==> src/rtl/muldiv_pkg.sv <==
// Shared op codes, FSM states and sizing helper for the HI/LO multiply/divide unit.
package muldiv_pkg;

   localparam logic [2:0] OP_MULT  = 3'd0;
   localparam logic [2:0] OP_MULTU = 3'd1;
   localparam logic [2:0] OP_DIV   = 3'd2;
   localparam logic [2:0] OP_DIVU  = 3'd3;
   localparam logic [2:0] OP_MTHI  = 3'd4;
   localparam logic [2:0] OP_MTLO  = 3'd5;

   typedef enum logic [1:0] {
      ST_IDLE = 2'd0,
      ST_RUN  = 2'd1,
      ST_FIX  = 2'd2
   } state_t;

   function automatic int CNT_W(input int width);
      return $clog2(width + 1);
   endfunction

   function automatic logic is_signed_op(input logic [2:0] op);
      return (op == OP_MULT) || (op == OP_DIV);
   endfunction

   function automatic logic is_div_op(input logic [2:0] op);
      return (op == OP_DIV) || (op == OP_DIVU);
   endfunction

endpackage

==> src/rtl/muldiv_seq_core.sv <==
// Iterative unsigned datapath: shift-add multiply or restoring divide, one bit per step.
// result is {product_hi, product_lo} for multiply and {remainder, quotient} for divide.
module muldiv_seq_core
   import muldiv_pkg::*;
#(
   parameter int WIDTH = 32
) (
   input  logic               clk,
   input  logic               rst,
   input  logic               start,
   input  logic               step,
   input  logic               is_div,
   input  logic [WIDTH-1:0]   a_mag,
   input  logic [WIDTH-1:0]   b_mag,
   output logic [2*WIDTH-1:0] result
);

   logic [WIDTH-1:0] acc_hi;
   logic [WIDTH-1:0] acc_lo;
   logic [WIDTH-1:0] operand_b;
   logic             div_mode;

   logic [WIDTH:0]   add_sum;
   logic [WIDTH:0]   shifted;
   logic [WIDTH:0]   trial;
   logic             fits;

   // The borrow bit of the trial subtraction tells whether the divisor fits this step.
   always_comb begin
      add_sum = {1'b0, acc_hi} + (acc_lo[0] ? {1'b0, operand_b} : '0);
      shifted = {acc_hi, acc_lo[WIDTH-1]};
      trial   = shifted - {1'b0, operand_b};
      fits    = ~trial[WIDTH];
   end

   always_ff @(posedge clk or posedge rst) begin
      if (rst) begin
         acc_hi    <= '0;
         acc_lo    <= '0;
         operand_b <= '0;
         div_mode  <= 1'b0;
      end else if (start) begin
         acc_hi    <= '0;
         acc_lo    <= a_mag;
         operand_b <= b_mag;
         div_mode  <= is_div;
      end else if (step) begin
         if (div_mode) begin
            if (fits) begin
               acc_hi <= trial[WIDTH-1:0];
               acc_lo <= {acc_lo[WIDTH-2:0], 1'b1};
            end else begin
               acc_hi <= shifted[WIDTH-1:0];
               acc_lo <= {acc_lo[WIDTH-2:0], 1'b0};
            end
         end else begin
            acc_hi <= add_sum[WIDTH:1];
            acc_lo <= {add_sum[0], acc_lo[WIDTH-1:1]};
         end
      end
   end

   assign result = {acc_hi, acc_lo};

endmodule

==> src/rtl/muldiv_hilo_unit.sv <==
// MULT/MULTU/DIV/DIVU engine with the architectural HI/LO pair and a valid/ready issue port.
// Define MULDIV_FAST_MUL_EN to replace the iterative multiply with a single-cycle array product.
module muldiv_hilo_unit
   import muldiv_pkg::*;
#(
   parameter int               WIDTH    = 32,
   parameter logic [WIDTH-1:0] HILO_RST = '0
) (
   input  logic             clk,
   input  logic             rst,
   input  logic             op_valid,
   input  logic [2:0]       op_code,
   input  logic [WIDTH-1:0] rs_data,
   input  logic [WIDTH-1:0] rt_data,
   input  logic             abort,
   output logic             op_ready,
   output logic             busy,
   output logic             done,
   output logic             div_zero,
   output logic [WIDTH-1:0] hi_out,
   output logic [WIDTH-1:0] lo_out
);

   localparam int CW = CNT_W(WIDTH);

   state_t             state;
   logic [CW-1:0]      cnt;
   logic [2:0]         op_q;
   logic [WIDTH-1:0]   rs_q;
   logic [WIDTH-1:0]   rt_q;

   logic               accept;
   logic [WIDTH-1:0]   a_mag_in;
   logic [WIDTH-1:0]   b_mag_in;
   logic [2*WIDTH-1:0] core_result;
   logic [2*WIDTH-1:0] mul_raw;

   logic               rs_neg;
   logic               rt_neg;
   logic [2*WIDTH-1:0] prod;
   logic [WIDTH-1:0]   quo;
   logic [WIDTH-1:0]   rem;
   logic [WIDTH-1:0]   fix_hi;
   logic [WIDTH-1:0]   fix_lo;
   logic               fix_dz;

   assign op_ready = (state == ST_IDLE);
   assign busy     = ~op_ready;
   assign accept   = op_valid & op_ready;

   // The datapath only ever sees magnitudes; signs are reapplied in FIX from the captured operands.
   assign a_mag_in = (is_signed_op(op_code) && rs_data[WIDTH-1]) ? -rs_data : rs_data;
   assign b_mag_in = (is_signed_op(op_code) && rt_data[WIDTH-1]) ? -rt_data : rt_data;

   muldiv_seq_core #(
      .WIDTH (WIDTH)
   ) u_core (
      .clk    (clk),
      .rst    (rst),
      .start  (accept && (op_code <= OP_DIVU)),
      .step   (state == ST_RUN),
      .is_div (is_div_op(op_code)),
      .a_mag  (a_mag_in),
      .b_mag  (b_mag_in),
      .result (core_result)
   );

   assign rs_neg = is_signed_op(op_q) && rs_q[WIDTH-1];
   assign rt_neg = is_signed_op(op_q) && rt_q[WIDTH-1];

`ifdef MULDIV_FAST_MUL_EN
   logic [WIDTH-1:0] rs_q_mag;
   logic [WIDTH-1:0] rt_q_mag;
   assign rs_q_mag = rs_neg ? -rs_q : rs_q;
   assign rt_q_mag = rt_neg ? -rt_q : rt_q;
   assign mul_raw  = {{WIDTH{1'b0}}, rs_q_mag} * {{WIDTH{1'b0}}, rt_q_mag};
`else
   assign mul_raw  = core_result;
`endif

   // Sign correction and the divide-by-zero convention, evaluated while in FIX.
   always_comb begin
      prod   = '0;
      quo    = '0;
      rem    = '0;
      fix_hi = hi_out;
      fix_lo = lo_out;
      fix_dz = 1'b0;
      if (is_div_op(op_q)) begin
         if (rt_q == '0) begin
            fix_lo = '1;
            fix_hi = rs_q;
            fix_dz = 1'b1;
         end else begin
            quo    = core_result[WIDTH-1:0];
            rem    = core_result[2*WIDTH-1:WIDTH];
            fix_lo = (rs_neg ^ rt_neg) ? -quo : quo;
            fix_hi = rs_neg ? -rem : rem;
         end
      end else begin
         prod   = (rs_neg ^ rt_neg) ? -mul_raw : mul_raw;
         fix_hi = prod[2*WIDTH-1:WIDTH];
         fix_lo = prod[WIDTH-1:0];
      end
   end

   // Control FSM; abort from RUN or FIX drops back to IDLE without touching HI/LO.
   always_ff @(posedge clk or posedge rst) begin
      if (rst) begin
         state    <= ST_IDLE;
         cnt      <= '0;
         op_q     <= '0;
         rs_q     <= '0;
         rt_q     <= '0;
         hi_out   <= HILO_RST;
         lo_out   <= HILO_RST;
         done     <= 1'b0;
         div_zero <= 1'b0;
      end else begin
         done     <= 1'b0;
         div_zero <= 1'b0;
         case (state)
            ST_IDLE: begin
               if (accept) begin
                  case (op_code)
                     OP_MTHI: hi_out <= rs_data;
                     OP_MTLO: lo_out <= rs_data;
                     OP_MULT, OP_MULTU: begin
                        op_q <= op_code;
                        rs_q <= rs_data;
                        rt_q <= rt_data;
                        cnt  <= '0;
`ifdef MULDIV_FAST_MUL_EN
                        state <= ST_FIX;
`else
                        state <= ST_RUN;
`endif
                     end
                     OP_DIV, OP_DIVU: begin
                        op_q  <= op_code;
                        rs_q  <= rs_data;
                        rt_q  <= rt_data;
                        cnt   <= '0;
                        state <= ST_RUN;
                     end
                     default: ;
                  endcase
               end
            end
            ST_RUN: begin
               if (abort) begin
                  state <= ST_IDLE;
               end else if (cnt == CW'(WIDTH - 1)) begin
                  state <= ST_FIX;
               end else begin
                  cnt <= cnt + 1'b1;
               end
            end
            ST_FIX: begin
               if (abort) begin
                  state <= ST_IDLE;
               end else begin
                  hi_out   <= fix_hi;
                  lo_out   <= fix_lo;
                  done     <= 1'b1;
                  div_zero <= fix_dz;
                  state    <= ST_IDLE;
               end
            end
            default: state <= ST_IDLE;
         endcase
      end
   end

endmodule

==> config.mk <==
export PLATFORM = sky130hd
export DESIGN_NAME = muldiv_hilo_unit
export DESIGN_NICKNAME = d
export VERILOG_FILES = /design/src/rtl/muldiv_pkg.sv /design/src/rtl/muldiv_seq_core.sv /design/src/rtl/muldiv_hilo_unit.sv
export SDC_FILE = /design/constraint.sdc
export NUM_CORES = 1
export LEC_CHECK = 0
export BUFFER_PORTS_ARGS = -buffer_cell sky130_fd_sc_hd__buf_2
export CELL_PAD_IN_SITES_DETAIL_PLACEMENT = 1
export CELL_PAD_IN_SITES_GLOBAL_PLACEMENT = 1
export CORE_MARGIN = 10
export CORE_UTILIZATION = 25
export DETAILED_ROUTE_END_ITERATION = 10
export PLACE_DENSITY_LB_ADDON = 0.1
export RECOVER_POWER = 100
export SYNTH_ARGS = -nofsm -noshare
export SYNTH_HDL_FRONTEND = slang
export SYNTH_SLANG_ARGS = --single-unit
==> constraint.sdc <==
create_clock -name clk -period 10.9 [get_ports clk]
set_clock_uncertainty 0.1 [all_clocks]
set_input_delay 2.18 -clock clk [delete_from_list [all_inputs] [get_ports clk]]
set_output_delay 2.18 -clock clk [all_outputs]
set_load 0.01 [all_outputs]
### Word level (Yosys, flattened, before mapping)

Index checks and enable logic that the tools add are counted.

| cells by class | value |
|---|---|
| add/sub/neg operators | 8 |
| magnitude comparators | 1 |
| eq/ne operators | 18 |
| muxes and demuxes | 42 |
| bitwise gates (word level) | 3 |
| reduce and logical (&&, ||, !) cells | 22 |

Operators by type and width:

| kind | number |
|---|---|
| $mux W32 | 22 |
| $neg A32 Y32 | 4 |
| $pmux W32 S2 | 2 |
| $mux W64 | 1 |
| $neg A64 Y64 | 1 |
| $add A32 B33 Y33 | 1 |
| $sub A33 B32 Y33 | 1 |
| $logic_not A32 Y1 | 1 |
| $mux W6 | 4 |
| $eq A3 B2 Y1 const B | 4 |
| $pmux W6 S2 | 1 |
| $mux W2 | 4 |
| $ne A2 B2 Y1 const B | 4 |
| $reduce_and A4 Y1 | 2 |
| $mux W1 | 7 |
| $add A6 B1 Y6 const B | 1 |
| $eq A3 B3 Y1 const B | 2 |
| $eq A6 B5 Y1 const B | 1 |
| $logic_not A3 Y1 | 2 |
| $ne A2 B1 Y1 const B | 3 |
| $reduce_and A3 Y1 | 2 |
| $reduce_bool A2 Y1 | 3 |
| $logic_and A1 B1 Y1 | 5 |
| $reduce_and A5 Y1 | 1 |
| other kinds (12) | 15 |

| storage, ports and cells | value |
|---|---|
| bits in registers | 238 |

### Depth between registers and ports, before layout

| depth | value |
|---|---|
| depth in word-level cells | 9 |
| mapped depth | 15 |
| gate-level depth less buffers | 13 |

### By module

Synthesis repeated with hierarchy kept, for this count alone.

| second synthesis, totals | value |
|---|---|
| cell total of the unflattened synthesis | 2,116 |
| area total of the unflattened synthesis | 17,963.5 um^2 |

Modules (own cells, without submodules):

| module | times used | cells each | area each (um^2) | sequential area each (um^2) |
|---|---|---|---|---|
| muldiv_hilo_unit | 1 | 1,125 | 9,806.9 | 3,528.4 |
| muldiv_seq_core | 1 | 991 | 8,156.6 | 2,427.3 |

### Least setup slack after synthesis

No wires, ideal clock.

| timing | value |
|---|---|
| path type | input port to flip-flop |
| start point | in rs_data[10] |
| end point | reg u_core.acc_lo[26] |
| data arrival time | 4.262 ns |
| data required time | 10.722 ns |
| path slack | 6.460 ns |
| cell stages on the path | 10 |
| cell sequence | clkbuf_1 or4_1 nor4_1 nand3_1 nor3b_1 nand2_1 o21ai_0 o221ai_1 o21a_1 a21oi_1 |

| on the way | value |
|---|---|
| longest elaborated chain between the ends | 3 |

Ends and longest elaborated chain:

| what | RTL line | text |
|---|---|---|
| from (decl) | muldiv_hilo_unit.sv:13 | `input logic [WIDTH-1:0] rs_data,` |
| $neg A32 Y32 | muldiv_hilo_unit.sv:52 | `assign a_mag_in = (is_signed_op(op_code) && rs_data[WIDTH-1]) ? -rs_data : rs_data;` |
| $mux W32 | muldiv_hilo_unit.sv:52 |  |
| $mux W32 | muldiv_seq_core.sv:42 | `end else if (start) begin` |
| to (signal assigned) | muldiv_seq_core.sv:44 | `acc_lo <= a_mag;` |
| to (signal assigned) | muldiv_seq_core.sv:51 | `acc_lo <= {acc_lo[WIDTH-2:0], 1'b1};` |
| to (signal assigned) | muldiv_seq_core.sv:54 | `acc_lo <= {acc_lo[WIDTH-2:0], 1'b0};` |
| to (decl) | muldiv_seq_core.sv:19 | `logic [WIDTH-1:0] acc_lo;` |

No other way between the ends.
A chain may end at the register's enable or synchronous reset.

### Worst setup path in the final report

| timing | value |
|---|---|
| start point | in op_valid |
| end point | reg u_core.operand_b[14] |

| on the way | value |
|---|---|
| longest elaborated chain between the ends | 2 |

Ends and longest elaborated chain:

| what | RTL line | text |
|---|---|---|
| from (decl) | muldiv_hilo_unit.sv:11 | `input logic op_valid,` |
| $and A1 B1 Y1 | muldiv_hilo_unit.sv:49 | `assign accept = op_valid & op_ready;` |
| $logic_and A1 B1 Y1 | muldiv_hilo_unit.sv:60 | `.start (accept && (op_code <= OP_DIVU)),` |
| to (signal assigned) | muldiv_seq_core.sv:45 | `operand_b <= b_mag;` |
| to (decl) | muldiv_seq_core.sv:20 | `logic [WIDTH-1:0] operand_b;` |

No other way between the ends.

==> impl_results.md <==
* Outcome: finished, violations left
* Violated checks: capacitance limit, slew limit
* Post-synth EDFFs at 0
* Initial antenna violation count at 2
* CP endpoint kind: flip-flop
* Number of antenna-violating nets in the routed design at 0
* Clk sinks at 238
* First-pass iteration count of the detailed router at 5
* Sequential fraction of the synthesis area at 33.40%
* Mapped Area at 0.01783 mm²
* Max Slew Vio Count at 381
* Crit Path Class: in2reg
* Postcts setup bufs at 0
* Die Wd at 287.1 µm
* Critical path data required time at 11.09 ns
* HP Class: reg2reg
* Final hold slack at 0.3716 ns
* Die Y at 287.1 µm
* CTS clock-pin slew for the worst setup and hold paths at 0.06 ns
* Synth warnings at 0
* Final hold violation count at 0
* DR WL/cell at 24.57 µm
* Share of cells above drive strength 1 at 7.732%
* Leak at 8.727 nW
* Startpoint types: input port
* Setup repair after global routing missed its margin: no
* Max IR drop VDD at 163.6 µV
* Via count at 17410
* Post-CTS Hold Fix Bufs at 0
* Bufs on Longest Clock Path at 3
* Hpwl dp at 59870 µm
* Root Driver: clkbuf_16
* Total Power at 5.238 mW
* Slowest cell delay on critical path at 2.26 ns
* Core area at 0.07039 mm²
* CP delay by family, top: simple AND/OR/NAND/NOR gates
* Avg Synthesized Cell Area at 7.820 µm²
* Synth Flop Type: dfrtp_1
* Final net count at 2474
* Row cnt at 97
* Vias in the first global route at 18370
* Initial Util at 25.33%
* Largest net degree at the start of global routing at 75
* MaxCap Viol Count at 8
* Latest clock arrival within the worst-skew pair at 0.55 ns
* Max_slew headroom at -125.4%
* Synth Instances at 2280
* Iteration-0 DRC Markers at 880
* Syn nets at 2422
* Number of unique standard cell types used by synthesis at 85
* DRC at 0
* Minimum clock period at 7.080 ns
* Wire length after detailed routing at 80940 µm
* Die area at 0.08240 mm²
* Final setup TNS at 0 ns
* Crit path max fanout at 74
* CTS buffer count at 34
* Layout area overhead at 14.08%
* Asr flop ratio synth at 100.0%
* H-tree depth at 2
* Pwr dens at 257.5 mW/mm²
* CP max stage cell: or2_0
* Post-cts sizing count at 0
* Tot GR Track Use at 19.22%
* Grt total ovfl at 0
* Worst-Margin Slew at 3.362 ns
* Data arrival time of the critical path at 7.27 ns
* # port buffers at 138
* CP cell instances: buf_2 -> nand2_1 -> or2_0 -> clkbuf_1 -> o21ai_0
* TritonCTS clock tree: done
* Seq cells post-synth at 238
* IO Pins at 139
* Fmax achieved at 141.2 MHz
* Final period utilization at 64.95%
* Critical path buffers and inverters at 2
* Via density at 5.283
* Final GP Congestion at 0.8193
* Setup violations, final at 0
* First-pass GRT wire length at 121800 µm
[Yosys cell counts (9+ instances only)]
cell type | instances | share of area (%)
or4_1 | 9 | 0.38
a31oi_1 | 25 | 0.88
a221oi_1 | 10 | 0.49
mux2i_1 | 54 | 3.0
clkbuf_1 | 130 | 2.7
nor2b_1 | 11 | 0.39
nor2_1 | 195 | 4.1
inv_1 | 70 | 1.5
or3_1 | 26 | 0.91
a22oi_1 | 13 | 0.55
nand3_1 | 54 | 1.5
and2_1 | 12 | 0.42
o21ai_0 | 200 | 5.6
o21a_1 | 20 | 0.84
ha_1 | 69 | 4.8
xor2_1 | 66 | 3.2
dfrtp_1 | 238 | 33
o211ai_1 | 31 | 1.3
nand2_1 | 411 | 8.7
a21oi_1 | 166 | 4.7
nand4_1 | 10 | 0.35
xnor2_1 | 99 | 4.9
o22ai_1 | 44 | 1.5
buf_1 | 9 | 0.19
o221ai_1 | 11 | 0.54
a21o_1 | 39 | 1.6
nand2b_1 | 18 | 0.63
nor3_1 | 38 | 1.1
a211oi_1 | 15 | 0.63
nor4_1 | 31 | 1.1
o31ai_1 | 20 | 0.84
[routing by layer]
metal / GRT usage [%] / wire, µm / up-vias
li1: - / - / 8179
met1: 24.39 / 36140 / 8827
met2: 33.90 / 40040 / 307
met3: 1.865 / 2387 / 96
met4: 5.786 / 2375 / 0
met5: 0 / 0 / -
[metrics by stage]
| stage | std cells | instance area (µm²) | worst slack [ns] | utilization (%) |
|---|---|---|---|---|
| CTS | 3294 | 20470 | 6.312 | 29.08 |
| global route | 3294 | 20340 | 3.089 | 28.89 |
| global placement | 3236 | 19370 | 5.819 | 27.52 |
| floorplan | 2280 | 17830 | 2.089 | - |
| finish | 3295 | 20340 | 3.820 | 28.89 |
| detailed placement | 3236 | 19370 | 5.792 | 27.52 |
[power by group]
group	internal [mW]	switching, mW
logic	1.01	1.60
clock network	0.687	0.456
registers	1.12	0.369
total	2.81	2.43
[layout make-up]
class                      count  area [µm²]
antenna                        1       2.502
clock buffer                  48       964.7
clock inverter                10       132.6
fill                        8522       50050
inverter                      70       264.0
multi-input combinational   1822       11060
sequential                   238        5957
tap                          940        1176
timing repair buffer         166       787.0
[state kept, by name, summed over array words and instances (netlist names)]
register and flops:
cnt 6, div_zero 1, done 1, hi_out 32, lo_out 32, op_q 3, rs_q 32, rt_q 32
state 2, u_core.acc_hi 32, u_core.acc_lo 32, u_core.div_mode 1, u_core.operand_b 32
[layout by cell type, fill, tap and decap left out, drive strengths merged, types with 12 or more instances in the layout]
master and instances:
a211oi 15, a21o 39, a21oi 166, a22oi 13, a31oi 25, and2 12, buf 89, clkbuf 125
dfrtp 238, ha 69, inv 70, mux2i 54, nand2 411, nand2b 18, nand3 57, nor2 196
nor3 39, nor4 33, o211ai 32, o21a 20, o21ai 204, o22ai 44, o31ai 24, or3 29
xnor2 99, xor2 66
[cell families (layout without fill, tap and decap cells)]
logic type	after synthesis	after routing	share of synthesized area, %
multiplexers	60	60	3.411
other	0	1	0
AND/OR/NAND/NOR	860	860	21.78
XOR/XNOR	165	165	8.105
adder cells (fa/ha/maj)	71	71	5.067
buffers and inverters	220	294	4.877
AO/OA/AOI/OAI	666	666	23.35
flip-flops	238	238	33.40
[worst reg2reg max path, delay by kind of cell (launching register included)]
| kind | cells | cell delay, ns |
|---|---|---|
| flops | 1 | 0.39 |
| simple gates | 5 | 3.26 |
| buf+inv | 1 | 1.95 |
| compound gates | 2 | 0.68 |
[path summary, 6_finish.rpt]
kind                                      startpoint                               end  slack (ns)  cells past startpoint
min in group asynchronous                        rst                    done$_DFF_PP0_        2.52                      2
worst min-delay path             rs_q[3]$_DFFE_PP0P_               rs_q[3]$_DFFE_PP0P_        0.37                      2
worst max-delay path                        op_valid  u_core.operand_b[14]$_DFFE_PP0P_        3.82                      5
max in group asynchronous                        rst       u_core.div_mode$_DFFE_PP0P_        5.39                      4
worst max register to register  rt_q[17]$_DFFE_PP0P_             lo_out[7]$_DFFE_PP0P_        4.43                      8
worst min register to register   rs_q[3]$_DFFE_PP0P_               rs_q[3]$_DFFE_PP0P_        0.37                      2
No activity file was read; power rests on OpenSTA's default activity.
